$ cat src/rtl/serial_add_ctrl_pkg.sv
// serial_add_ctrl_pkg: shared state encoding for the serial adder sequencer
package serial_add_ctrl_pkg;
  typedef enum logic [1:0] {IDLE = 2'd0, SHIFT = 2'd1, DONE = 2'd2} state_e;
endpackage

$ cat src/rtl/serial_add_ctrl_if.sv
// serial_add_ctrl_if: operand and result valid/ready bundle of the serial adder
interface serial_add_ctrl_if #(parameter int WIDTH = 8);
  logic             in_valid;
  logic             in_ready;
  logic [WIDTH-1:0] a_in;
  logic [WIDTH-1:0] b_in;
  logic             out_valid;
  logic             out_ready;
  logic [WIDTH-1:0] sum;
  logic             cout;
  logic             busy;
  modport slave (input in_valid, a_in, b_in, out_ready, output in_ready, out_valid, sum, cout, busy);
  modport master (output in_valid, a_in, b_in, out_ready, input in_ready, out_valid, sum, cout, busy);
endinterface

$ cat src/rtl/serial_add_ctrl_dp.sv
// serial_add_dp: operand/result shift registers, full adder and carry flop, LSB first
module serial_add_dp #(parameter int WIDTH = 8) (
  input  logic             clk,
  input  logic             rst_n,
  input  logic             load_i,
  input  logic             shift_i,
  input  logic [WIDTH-1:0] a_i,
  input  logic [WIDTH-1:0] b_i,
  output logic [WIDTH-1:0] res_d_o,
  output logic             carry_d_o
);
  logic [WIDTH-1:0] a_q, b_q, r_q;
  logic             c_q, s;
  assign s         = a_q[0] ^ b_q[0] ^ c_q;
  assign carry_d_o = (a_q[0] & b_q[0]) | (a_q[0] & c_q) | (b_q[0] & c_q);
  // each sum bit enters at the MSB, so after WIDTH shifts bit 0 sits at the LSB
  assign res_d_o   = {s, r_q[WIDTH-1:1]};
  always_ff @(posedge clk or negedge rst_n) begin
    if (!rst_n) begin
      a_q <= '0;
      b_q <= '0;
      r_q <= '0;
      c_q <= 1'b0;
    end else if (load_i) begin
      a_q <= a_i;
      b_q <= b_i;
      r_q <= '0;
      c_q <= 1'b0;
    end else if (shift_i) begin
      a_q <= a_q >> 1;
      b_q <= b_q >> 1;
      r_q <= res_d_o;
      c_q <= carry_d_o;
    end
  end
endmodule

$ cat src/rtl/serial_add_ctrl.sv
// serial_add_ctrl: sequencer for a bit-serial adder with valid/ready operand and result handshakes
module serial_add_ctrl
  import serial_add_ctrl_pkg::*;
#(parameter int WIDTH = 8) (
  input logic              clk,
  input logic              rst_n,
  serial_add_ctrl_if.slave bus
);
  localparam int CW = $clog2(WIDTH);
  state_e           state_q;
  logic [CW-1:0]    cnt_q;
  logic [WIDTH-1:0] sum_q, res_d;
  logic             cout_q, carry_d, load, shift, last;
  assign load  = state_q == IDLE && bus.in_valid;
  assign shift = state_q == SHIFT;
  assign last  = shift && cnt_q == CW'(WIDTH - 1);
  serial_add_dp #(.WIDTH(WIDTH)) u_dp (
    .clk       (clk),
    .rst_n     (rst_n),
    .load_i    (load),
    .shift_i   (shift),
    .a_i       (bus.a_in),
    .b_i       (bus.b_in),
    .res_d_o   (res_d),
    .carry_d_o (carry_d)
  );
  // result is captured on the final shift so sum/cout stay frozen while the next job shifts
  always_ff @(posedge clk or negedge rst_n) begin
    if (!rst_n) begin
      state_q <= IDLE;
      cnt_q   <= '0;
      sum_q   <= '0;
      cout_q  <= 1'b0;
    end else begin
      case (state_q)
        IDLE: if (bus.in_valid) begin
          state_q <= SHIFT;
          cnt_q   <= '0;
        end
        SHIFT: begin
          cnt_q <= last ? '0 : cnt_q + 1'b1;
          if (last) begin
            state_q <= DONE;
            sum_q   <= res_d;
            cout_q  <= carry_d;
          end
        end
        DONE: if (bus.out_ready) state_q <= IDLE;
        default: state_q <= IDLE;
      endcase
    end
  end
  assign bus.in_ready  = state_q == IDLE;
  assign bus.out_valid = state_q == DONE;
  assign bus.busy      = state_q == SHIFT;
  assign bus.sum       = sum_q;
  assign bus.cout      = cout_q;
endmodule

$ cat src/flat_wrapper.sv
// flat-port wrapper written by rule: the top's interface ports become plain ports
module serial_add_ctrl_flat import serial_add_ctrl_pkg::*;
#(parameter int WIDTH = 8)
  (clk, rst_n, bus_in_valid, bus_a_in, bus_b_in, bus_out_ready, bus_in_ready, bus_out_valid, bus_sum, bus_cout, bus_busy);
  serial_add_ctrl_if #(.WIDTH(WIDTH)) bus_i ();
  input logic clk;
  input logic rst_n;
  input wire logic [$bits(bus_i.in_valid)-1:0] bus_in_valid;
  input wire logic [$bits(bus_i.a_in)-1:0] bus_a_in;
  input wire logic [$bits(bus_i.b_in)-1:0] bus_b_in;
  input wire logic [$bits(bus_i.out_ready)-1:0] bus_out_ready;
  output wire logic [$bits(bus_i.in_ready)-1:0] bus_in_ready;
  output wire logic [$bits(bus_i.out_valid)-1:0] bus_out_valid;
  output wire logic [$bits(bus_i.sum)-1:0] bus_sum;
  output wire logic [$bits(bus_i.cout)-1:0] bus_cout;
  output wire logic [$bits(bus_i.busy)-1:0] bus_busy;
  assign bus_i.in_valid = bus_in_valid;
  assign bus_i.a_in = bus_a_in;
  assign bus_i.b_in = bus_b_in;
  assign bus_i.out_ready = bus_out_ready;
  assign bus_in_ready = bus_i.in_ready;
  assign bus_out_valid = bus_i.out_valid;
  assign bus_sum = bus_i.sum;
  assign bus_cout = bus_i.cout;
  assign bus_busy = bus_i.busy;
  serial_add_ctrl #(.WIDTH(WIDTH)) u_core (.clk(clk), .rst_n(rst_n), .bus(bus_i));
endmodule
$ cat config.mk
export PLATFORM = sky130hd
export DESIGN_NAME = serial_add_ctrl_flat
export DESIGN_NICKNAME = d
export VERILOG_FILES = /design/src/rtl/serial_add_ctrl_pkg.sv /design/src/rtl/serial_add_ctrl_if.sv /design/src/rtl/serial_add_ctrl_dp.sv /design/src/rtl/serial_add_ctrl.sv /design/src/flat_wrapper.sv
export SDC_FILE = /design/constraint.sdc
export NUM_CORES = 1
export LEC_CHECK = 0
export BUFFER_PORTS_ARGS = -buffer_cell sky130_fd_sc_hd__buf_2
export CORE_ASPECT_RATIO = 1.4
export CORE_MARGIN = 2
export CORE_UTILIZATION = 40
export DETAILED_ROUTE_END_ITERATION = 7
export PLACE_DENSITY = 0.64
export SYNTH_ARGS = -nofsm -noshare
export SYNTH_HDL_FRONTEND = slang
export SYNTH_HIERARCHICAL = 1
export SYNTH_SLANG_ARGS = --single-unit
$ cat constraint.sdc
create_clock -name clk -period 3.3 [get_ports clk]
set_clock_uncertainty 0.05 [all_clocks]
set_input_delay 0.33 -clock clk [delete_from_list [all_inputs] [get_ports clk]]
set_output_delay 0.33 -clock clk [all_outputs]
set_load 0.1 [all_outputs]
### After elaboration in Yosys (flattened, before gate mapping)

Index checks and enable logic that the tools add are counted.

* output and inout port bits: 12
* word-level logic and storage cells: 45
* register bits after elaboration: 39
* input bits: 20

* add/subtract/negate cells: 1
* equality and inequality tests: 6
* reductions and logical operators: 8
* mux-type cells: 15
* bitwise operators: 7

Operator list (count)
* two-way mux 8 bit: 6
* two-way mux 2 bit: 3
* two-way mux 3 bit: 2
* != test 2 bit (second input constant): 3
* one-hot mux 2 bit (3 select lines): 1
* one-hot mux 3 bit (2 select lines): 1
* AND reduction 2 bit: 2
* nonzero test 2 bit: 2
* adder 3 x 1 -> 3 bit (second input constant): 1
* bitwise AND 1 bit: 3
* == test 3 bit (second input constant): 1
* AND reduction 3 bit: 1
* == test 2 x 1 -> 1 bit (second input constant): 1
* == test 2 bit (second input constant): 1
* logical AND 1 bit: 2
* zero test 2 bit: 1
* two-way mux 1 bit: 2
* bitwise OR 1 bit: 2
* XOR 1 bit: 2

### Depth between registers and ports, before layout

Gate-level depths: netlist (run 1).

* word-level depth: 5
* gate-level depth with buffers: 6
* depth with buffers taken out: 4

### Modules after synthesis

Netlist (run 1), hierarchy kept.

Modules (own cells, without submodules)
* serial_add_dp: cells an instance 96, seq. area each 600.6 µm², area each 1097.3 µm², times used 1
* serial_add_ctrl: cells an instance 42, seq. area each 350.3 µm², area each 624.3 µm², times used 1

### Least setup slack after synthesis (run 1)

OpenSTA, ideal clock, no wires.

* path type: register to register
* start point: register u_core.state_q[0]
* end point: register u_core.u_dp.a_q[1]
* slack: 0.736 ns
* period minus slack after synthesis: 2.564 ns
* arrival: 2.382 ns
* buffers on the path: 1
* required time: 3.118 ns
* setup time: 0.132 ns
* stages on the path, launching flop included: 5
* path through: dfrtp_1 -> nor2_1 -> and2_1 -> clkbuf_1 -> o21ai_1

* longest elaborated chain between the ends: 3
* elaborated cells between the ends (all ways): 5
* those cells by class: 1 x eq/ne; 1 x mux; 3 x reduce/logical

Ends and longest elaborated chain
* start, declared: line serial_add_ctrl.sv:10 `state_e state_q;`
* start signal, assigned: line serial_add_ctrl.sv:30 `state_q <= IDLE;`
* start signal, assigned: line serial_add_ctrl.sv:37 `state_q <= SHIFT;`
* start signal, assigned: line serial_add_ctrl.sv:43 `state_q <= DONE;`
* zero test 2 bit (*)
* named net bus_in_ready: line flat_wrapper.sv:12 `output wire logic [$bits(bus_i.in_ready)-1:0] bus_in_ready;`
* logical AND 1 bit (*): line serial_add_ctrl.sv:14 `assign load = state_q == IDLE && bus.in_valid;`
* named net u_core.load: line serial_add_ctrl.sv:13 `logic cout_q, carry_d, load, shift, last;`
* two-way mux 8 bit / nonzero test 2 bit (equally long branches)
* end signal, assigned: line serial_add_ctrl_dp.sv:25 `a_q <= a_i;`
* end signal, assigned: line serial_add_ctrl_dp.sv:30 `a_q <= a_q >> 1;`
* end, declared: line serial_add_ctrl_dp.sv:12 `logic [WIDTH-1:0] a_q, b_q, r_q;`

The timed path passes the listed nets; every way through them passes the cells marked *.
A chain may end at the register's enable or synchronous reset.

### Worst setup path in the final report (run 1)

* start point: register u_core.state_q[1]
* end point: output bus_busy

* longest elaborated chain between the ends: 1

Ends and longest elaborated chain
* == test 2 x 1 -> 1 bit: line serial_add_ctrl.sv:55 `assign bus.busy = state_q == SHIFT;`
* end, declared: line flat_wrapper.sv:16 `output wire logic [$bits(bus_i.busy)-1:0] bus_busy;`

No other way between the ends.

==> results.toml, run 1 <==
[status]
outcome = "complete, no violations"

[setup_path]
cp-start-kind = "register"
endpoint_kind = "output pin"
max_stage_delay_ns = 0.56
critPathArrivalTime_ns = 1.80
crit_type = "reg2out"
cpLargestDelayFamily = "simple AND/OR/NAND/NOR gates"
cp.required_ns = 2.92
cp_slowest_cell = "and2b_1"
crit_path_max_fanout = 11
timing.rr.end = "u_core/u_dp/b_q[4]"
ff2ff_path_depth = 4
path_depth = 2
timing.rr.start = "u_core/state_q[1]"
path_buf_inv = 1
crit_chain = "and2b_1 > buf_2"
rrSetupSlack_ns = 1.41
startpoint = "u_core/state_q[1]"

[placement]
placed_area_um2 = 1870
place_congestion = 0.735
hpwl_mm = 2.00
port_buffers = 31

[logic_synthesis]
ys_ff_latch = 38
yosysWarnings = 6
synth_top_cells_by_count = "dfrtp_1, mux2i_1, nand2_1"
synth_seq_area_share = 0.552
async_flop_share = 1.00
ys_types = 24
synth_top_area_frac = 0.552
synth_top_area_cell = "dfrtp_1"
synth.cell_area_um2 = 1720
synth_ff_type = "dfrtp_1"
yosysMostFrequentCell = "dfrtp_1"
synthTopCellsByArea = "dfrtp_1, mux2i_1, mux2_4, nand2_1, o21ai_1"
synthCells = 138
synth.net_count = 161
synth_edf_count = 0
avgSynthCellArea_um2 = 12.5

[cts]
cts_buffer_depth = 2
post_cts_buffers = 0
cts_buffers = 5
post_cts_resize_count = 0
cts_hold_buffers = 0
cts_num_sinks = 38
cts_tree = "done"
cts-root-buf = "clkbuf_8"
cts-htree-levels = 2
clk_latency_ns = 0.28
clkSlewWorstSetupHoldPaths_ns = 0.07

[grt]
grt_usage = 0.129
grt_first_pass_wirelength_mm = 4.68
grt_pass1_vias = 1029
grt_max_degree = 39
antenna_found_initial = 0
overflow = 0

[floorplanning]
die_area_um2 = 4850
die_x_um = 59.4
die_height_um = 81.6
io_pins = 32
coreArea_um2 = 4170
rows = 28
initial_core_util = 0.413

[route]
drt-wirelength-per-cell_um = 13.0
viasPerCell = 5.10
first_pass_iters = 4
drt_iter0_drc = 20
ant_nets = 0
wl_mm = 2.81
drc_errors = 0
vias = 1102

[sta]
drv_slew = 0
hold_violations = 0
setup_viol = 0
fmax_mhz = 459
slew_headroom = 0.460
layout_min_cycle_time_ns = 2.18
rsz0062_at_grt = "no"
tightest_slew_ns = 0.810
tns_ns = 0
post-route-period-util = 0.660

[power]
power.leakage_nw = 1.08
powerDensity_nw_per_um2 = 1100
vdd_drop_max_uv = 403
total_power_mw = 2.18

[final_layout]
area_growth_pct = 14.8
layout.nets = 193
fin_area_um2 = 1980
layout-drive-gt1-share = 0.298
diodes = 0
fill_cells = 392

[min_path]
worst_hold_path_type = "in2async"

[job]
cap_viol_max_count = 0
==> report_power, final <==
| group | switching (mW) | leakage [nW] | internal [mW] |
|---|---|---|---|
| sequential | 0.122 | 0.492 | 0.655 |
| clock | 0.156 | 0.0579 | 0.222 |
| combinational | 0.681 | 0.535 | 0.340 |
| total | 0.959 | 1.08 | 1.22 |
==> state kept, by name (all words and copies together), names as in the netlist <==
name,flops
u_core/u_dp/r_q,7
u_core/bus.sum,8
u_core/u_dp/a_q,8
u_core/u_dp/c_q,1
u_core/state_q,2
u_core/u_dp/b_q,8
u_core/cnt_q,3
u_core/bus.cout,1
==> layout by cell type, fill, tap and decap left out, types with 2 or more instances in the layout <==
cell,instances
dfrtp_1,38
clkbuf_8,5
clkinv_2,2
or2b_1,2
nor2_1,11
mux2_4,9
nand2b_1,2
o21ai_1,10
inv_1,2
buf_4,3
a22o_1,3
mux2i_1,22
o21ai_0,6
ha_1,2
nand2_1,15
buf_2,31
==> worst max-delay path by stage <==
stage	end	slack, ns
final	bus_busy	1.12
after global routing	bus_busy	1.04
after CTS	bus_busy	1.10
after detailed placement	u_core/bus.sum[6]	1.38
after global placement	bus_busy	1.46
after floorplan	u_core/u_dp/a_q[1]	0.74
==> metrics by stage <==
| step | hold WS (ns) | cells | setup WS [ns] | utilization |
|---|---|---|---|---|
| 4_1_cts | 0.114 | 216 | 1.10 | 0.474 |
| 6_report | 0.0815 | 216 | 1.12 | 0.474 |
| 2_1_floorplan | -0.0156 | 138 | 0.736 | - |
| 3_5_place_dp | 0.429 | 208 | 1.38 | 0.448 |
| 5_1_grt | 0.152 | 216 | 1.04 | 0.474 |
| 3_3_place_gp | 0.406 | 208 | 1.46 | 0.448 |
==> metal layers <==
| metal | wire, um | part of all wire | GRT usage |
|---|---|---|---|
| met3 | 139 | 0.049 | 0.0472 |
| met1 | 1280 | 0.45 | 0.159 |
| met5 | 0 | 0 | 0 |
| met2 | 1350 | 0.48 | 0.204 |
| met4 | 44 | 0.016 | 0.0477 |
==> cell families after synthesis <==
logic type | after synthesis | share of synthesized area
fa+ha+maj | 3 | 0.0262
mux | 31 | 0.206
simple gates | 33 | 0.0850
flops | 38 | 0.552
compound gates | 22 | 0.0749
buf+inv | 11 | 0.0552
==> area by class of cell <==
type / count / area [um2] / share of cell area
clock buffers: 5 / 68.8 / 0.0348
flip-flops and latches: 38 / 951 / 0.481
clock inverters: 3 / 40.0 / 0.0203
well taps: 45 / 56.3 / 0.0285
inverters: 2 / 7.51 / 0.00380
multi-input cells: 89 / 676 / 0.342
repair buffers: 34 / 178 / 0.0899
No activity file was read; power rests on OpenSTA's default activity.
==> inputs of run 2 (changes only) <==
--- a/config.mk
+++ b/config.mk
@@ -10,7 +10,7 @@
 export CORE_MARGIN = 2
 export CORE_UTILIZATION = 40
 export DETAILED_ROUTE_END_ITERATION = 7
-export PLACE_DENSITY = 0.64
+export PLACE_DENSITY = 0.66
 export SYNTH_ARGS = -nofsm -noshare
 export SYNTH_HDL_FRONTEND = slang
 export SYNTH_HIERARCHICAL = 1
==> constraint.sdc (replaced) <==
create_clock -name clk -period 2 [get_ports clk]
set_clock_uncertainty 0.05 [all_clocks]
set_input_delay 0.2 -clock clk [delete_from_list [all_inputs] [get_ports clk]]
set_output_delay 0.2 -clock clk [all_outputs]
set_load 0.1 [all_outputs]
==> results.toml, run 2 (synthesized netlist as in run 1, its figures left out) <==
[power]
p_seq_frac = 0.363
power.switching_mw = 1.56
powerDensity_nw_per_um2 = 1760
p_sw_frac = 0.443
vdd_drop_max_uv = 552
power.leakage_nw = 1.08
intPower_mw = 1.96
combPwrFrac = 0.503
clockPowerShare = 0.134

[final_layout]
fin_area_um2 = 2000
stdcell_count = 216
layout-drive-gt1-share = 0.292
area_growth_pct = 16.4
layout.nets = 194
final_cell_mix = "dfrtp_1, buf_2, mux2i_1, nand2_1"
diodes = 0
final_common_cell = "dfrtp_1"

[placement]
port_buffers = 31
placed_area_um2 = 1920
place_congestion = 0.704
dp_cells = 208
preCtsSetupSlack_ns = 0.399

[grt]
grt_first_pass_wirelength_mm = 4.64
overflow = 0
grt_usage = 0.128
antenna_found_initial = 0
grt_pass1_vias = 1025
grt_max_degree = 41

[route]
drt_iter0_drc = 23
drc_errors = 0
wl_mm = 2.75
viasPerCell = 4.91
first_pass_iters = 2
vias = 1060
drt-wirelength-per-cell_um = 12.7
ant_nets = 0

[floorplanning]
rows = 28
die_area_um2 = 4850
die_x_um = 59.4
io_pins = 32
die_height_um = 81.6
initial_core_util = 0.413
coreArea_um2 = 4170

[cts]
cts_buffer_depth = 2
cts_buffers = 5
clkSlewWorstSetupHoldPaths_ns = 0.06
cts-root-buf = "clkbuf_8"
clk_latency_ns = 0.28
cts_tree = "done"
cts-htree-levels = 2
post_cts_buffers = 0
cts_num_sinks = 38

[sta]
rsz0062_at_grt = "no"
layout_min_cycle_time_ns = 1.84
fmax_mhz = 544
slew_headroom = 0.461
drv_slew = 0
tightest_slew_ns = 0.809
post-route-period-util = 0.919
setup_viol = 0
hold_ws_ns = 0.0609
hold_violations = 0
setup_ws_ns = 0.162
tns_ns = 0

[setup_path]
crit_type = "reg2out"
critPathArrivalTime_ns = 1.59
cp.required_ns = 1.75
crit_path_max_fanout = 19
max_stage_delay_ns = 0.45
cp-start-kind = "register"
endpoint_kind = "output pin"
crit_top_cell = "buf_12"
rrSetupSlack_ns = 0.40
crit_chain = "and2b_2 > buf_12 > buf_12"
cp_slowest_cell = "and2b_2"

[min_path]
worst_hold_path_type = "in2reg"

[job]
cap_viol_max_count = 0

[status]
outcome = "complete, no violations"
-- run 2: per-stage QoR --
step | util | total power, mW
detailed placement | 0.460 | 3.09
global placement | 0.460 | 3.03
global route | 0.480 | 3.76
finish | 0.480 | 3.53
CTS | 0.480 | 3.58
floorplan | - | 2.84
-- run 2: power groups by stage --
stage / Sequential (mW) / Combinational [mW] / Clock, mW
2_1_floorplan: 1.72 / 1.12 / 0
3_3_place_gp: 1.28 / 1.76 / 0
3_5_place_dp: 1.30 / 1.80 / 0
4_1_cts: 1.29 / 1.80 / 0.494
5_1_grt: 1.32 / 1.91 / 0.521
6_report: 1.28 / 1.77 / 0.472
-- run 2: worst max-delay path, delay by kind of cell, from the launching register on --
| kind | cells | cell delay (ns) |
|---|---|---|
| simple gates | 1 | 0.45 |
| flops | 1 | 0.44 |
| buf+inv | 2 | 0.41 |
-- run 2: layout make-up --
class	instances	area (um2)
Sequential cell	38	951
Clock buffer	7	76.3
Timing Repair Buffer	35	228
Tap cell	45	56.3
Fill cell	386	2170
Multi-Input combinational cell	89	684
Inverter	2	7.51
-- run 2: metal layers --
| layer | up-vias | global-route usage | wire, um |
|---|---|---|---|
| li1 | 534 | - | - |
| met1 | 496 | 0.143 | 1130 |
| met2 | 24 | 0.213 | 1440 |
| met3 | 6 | 0.0472 | 128 |
| met4 | 0 | 0.0614 | 52 |
| met5 | - | 0 | 0 |
-- run 2: repair_timing --
action	4_1_cts	5_1_grt
hold endpoints to repair	38	0
hold buffers	1	0
resized for setup	0	0
-- run 2: worst paths after layout --
| kind | startpoint | endpoint | cells after the start |
|---|---|---|---|
| worst min register to register | u_core/bus.cout | u_core/bus.cout | 1 |
| max in group asynchronous | rst_n | u_core/u_dp/b_q[7] | 2 |
| worst min-delay path | bus_out_ready | u_core/state_q[1] | 2 |
| worst max-delay path | u_core/state_q[1] | bus_busy | 3 |
| worst max register to register | u_core/cnt_q[0] | u_core/bus.sum[5] | 5 |
| min in group asynchronous | rst_n | u_core/bus.sum[1] | 2 |
==> inputs of run 3 (changes only) <==
==> constraint.sdc (replaced) <==
create_clock -name clk -period 2 [get_ports clk]
set_clock_uncertainty 0.05 [all_clocks]
set_input_delay 0.1 -clock clk [delete_from_list [all_inputs] [get_ports clk]]
set_output_delay 0.1 -clock clk [all_outputs]
set_load 0.1 [all_outputs]
==> results.toml, run 3 (synthesized netlist as in run 1, its figures left out) <==
[cts]
clkSlewWorstSetupHoldPaths_ns = 0.07
post_cts_buffers = 0
cts_tree = "done"
clk_latency_ns = 0.28
cts-htree-levels = 2
cts-root-buf = "clkbuf_8"
cts_buffer_depth = 2
cts_buffers = 5
cts_num_sinks = 38

[route]
vias = 1138
drc_errors = 0
viasPerCell = 4.86
drt-wirelength-per-cell_um = 12.0
wl_mm = 2.80
drt_iter0_drc = 26
ant_nets = 0
first_pass_iters = 4

[power]
clockPowerShare = 0.146
intPower_mw = 2.02
vdd_drop_max_uv = 543
combPwrFrac = 0.498
powerDensity_nw_per_um2 = 1650
p_seq_frac = 0.356
p_sw_frac = 0.440
power.leakage_nw = 1.17
power.switching_mw = 1.59

[setup_path]
max_stage_delay_ns = 0.45
ff2ff_path_depth = 4
crit_type = "reg2out"
crit_path_max_fanout = 19
cp-start-kind = "register"
crit_chain = "and2b_2 > buf_12 > buf_12"
endpoint_kind = "output pin"
critPathArrivalTime_ns = 1.59
cp.required_ns = 1.85
crit_top_cell = "buf_12"
cp_slowest_cell = "dfrtp_1"

[sta]
fmax_mhz = 575
rsz0062_at_grt = "no"
drv_slew = 0
hold_violations = 0
setup_viol = 0
layout_min_cycle_time_ns = 1.74
post-route-period-util = 0.870
tns_ns = 0
tightest_slew_ns = 0.808
slew_headroom = 0.461

[final_layout]
layout-drive-gt1-share = 0.275
diodes = 0
fill_cells = 385
multiInputGateArea_um2 = 684
final_cell_mix = "dfrtp_1, buf_2, mux2i_1, dlygate4sd3_1, nand2_1"
seqCellArea_um2 = 951
area_growth_pct = 27.1
layout.nets = 211
stdcell_count = 234
final_common_cell = "dfrtp_1"

[floorplanning]
rows = 28
initial_core_util = 0.413
coreArea_um2 = 4170
die_x_um = 59.4
io_pins = 32
die_area_um2 = 4850
die_height_um = 81.6

[grt]
grt_first_pass_wirelength_mm = 4.71
overflow = 0
grt_max_degree = 41
antenna_found_initial = 0
grt_pass1_vias = 1116
grt_usage = 0.129

[min_path]
worst_hold_path_type = "in2reg"
min_delay_path_depth = 3

[placement]
place_congestion = 0.703
port_buffers = 31
dp_cells = 208

[job]
cap_viol_max_count = 0

[status]
outcome = "complete, no violations"
-- run 3: layer usage --
metal | vias up | part of all wire | track usage
li1 | 567 | - | -
met1 | 538 | 0.41 | 0.142
met2 | 25 | 0.52 | 0.215
met3 | 8 | 0.042 | 0.0346
met4 | 0 | 0.025 | 0.0818
met5 | - | 0 | 0
-- run 3: worst paths after layout --
check	from	to	slack (ns)
max	u_core/state_q[1]	bus_busy	0.26
min	bus_in_valid	u_core/state_q[0]	0.04
max reg2reg	u_core/state_q[1]	u_core/u_dp/a_q[6]	0.41
min reg2reg	u_core/bus.sum[4]	u_core/bus.sum[4]	0.46
max in group asynchronous	rst_n	u_core/u_dp/b_q[3]	1.00
min in group asynchronous	rst_n	u_core/u_dp/r_q[2]	0.39
-- run 3: cell type report --
cell class | count | share of cell area
sequential | 38 | 0.435
multi-input combinational | 89 | 0.313
timing repair buffer | 52 | 0.182
clock buffer | 7 | 0.0395
tap | 45 | 0.0257
inverter | 2 | 0.00343
clock inverter | 1 | 0.00229
-- run 3: what timing repair did --
item                                    CTS  global route
endpoints found under the setup margin    0             0
resized for setup                         0             0
hold endpoints to repair                 55             0
hold buffers                             18             0
-- run 3: per-stage QoR --
stage          instance area (um2)   util  hold slack, ns  total power [mW]  worst slack (ns)
2_1_floorplan                 1730      -          -0.246              2.84             0.230
3_3_place_gp                  1920  0.460           0.178              3.03             0.445
3_5_place_dp                  1920  0.460           0.189              3.10             0.408
4_1_cts                       2190  0.525          0.0416              3.66             0.245
5_1_grt                       2190  0.525          0.0517              3.82             0.179
6_report                      2190  0.525          0.0431              3.61             0.261
-- run 3: power groups by stage --
stage          Clock, mW  Sequential (mW)  Combinational [mW]
2_1_floorplan          0             1.72                1.12
3_3_place_gp           0             1.28                1.76
3_5_place_dp           0             1.30                1.80
4_1_cts            0.544             1.29                1.82
5_1_grt            0.566             1.32                1.93
6_report           0.527             1.28                1.80
-- run 3: worst max-delay path: cells and delay by family, from the launching register on --
kind                   cells  cell delay [ns]
buffers and inverters      2             0.41
and+or+nand+nor            1             0.44
DFF                        1             0.45
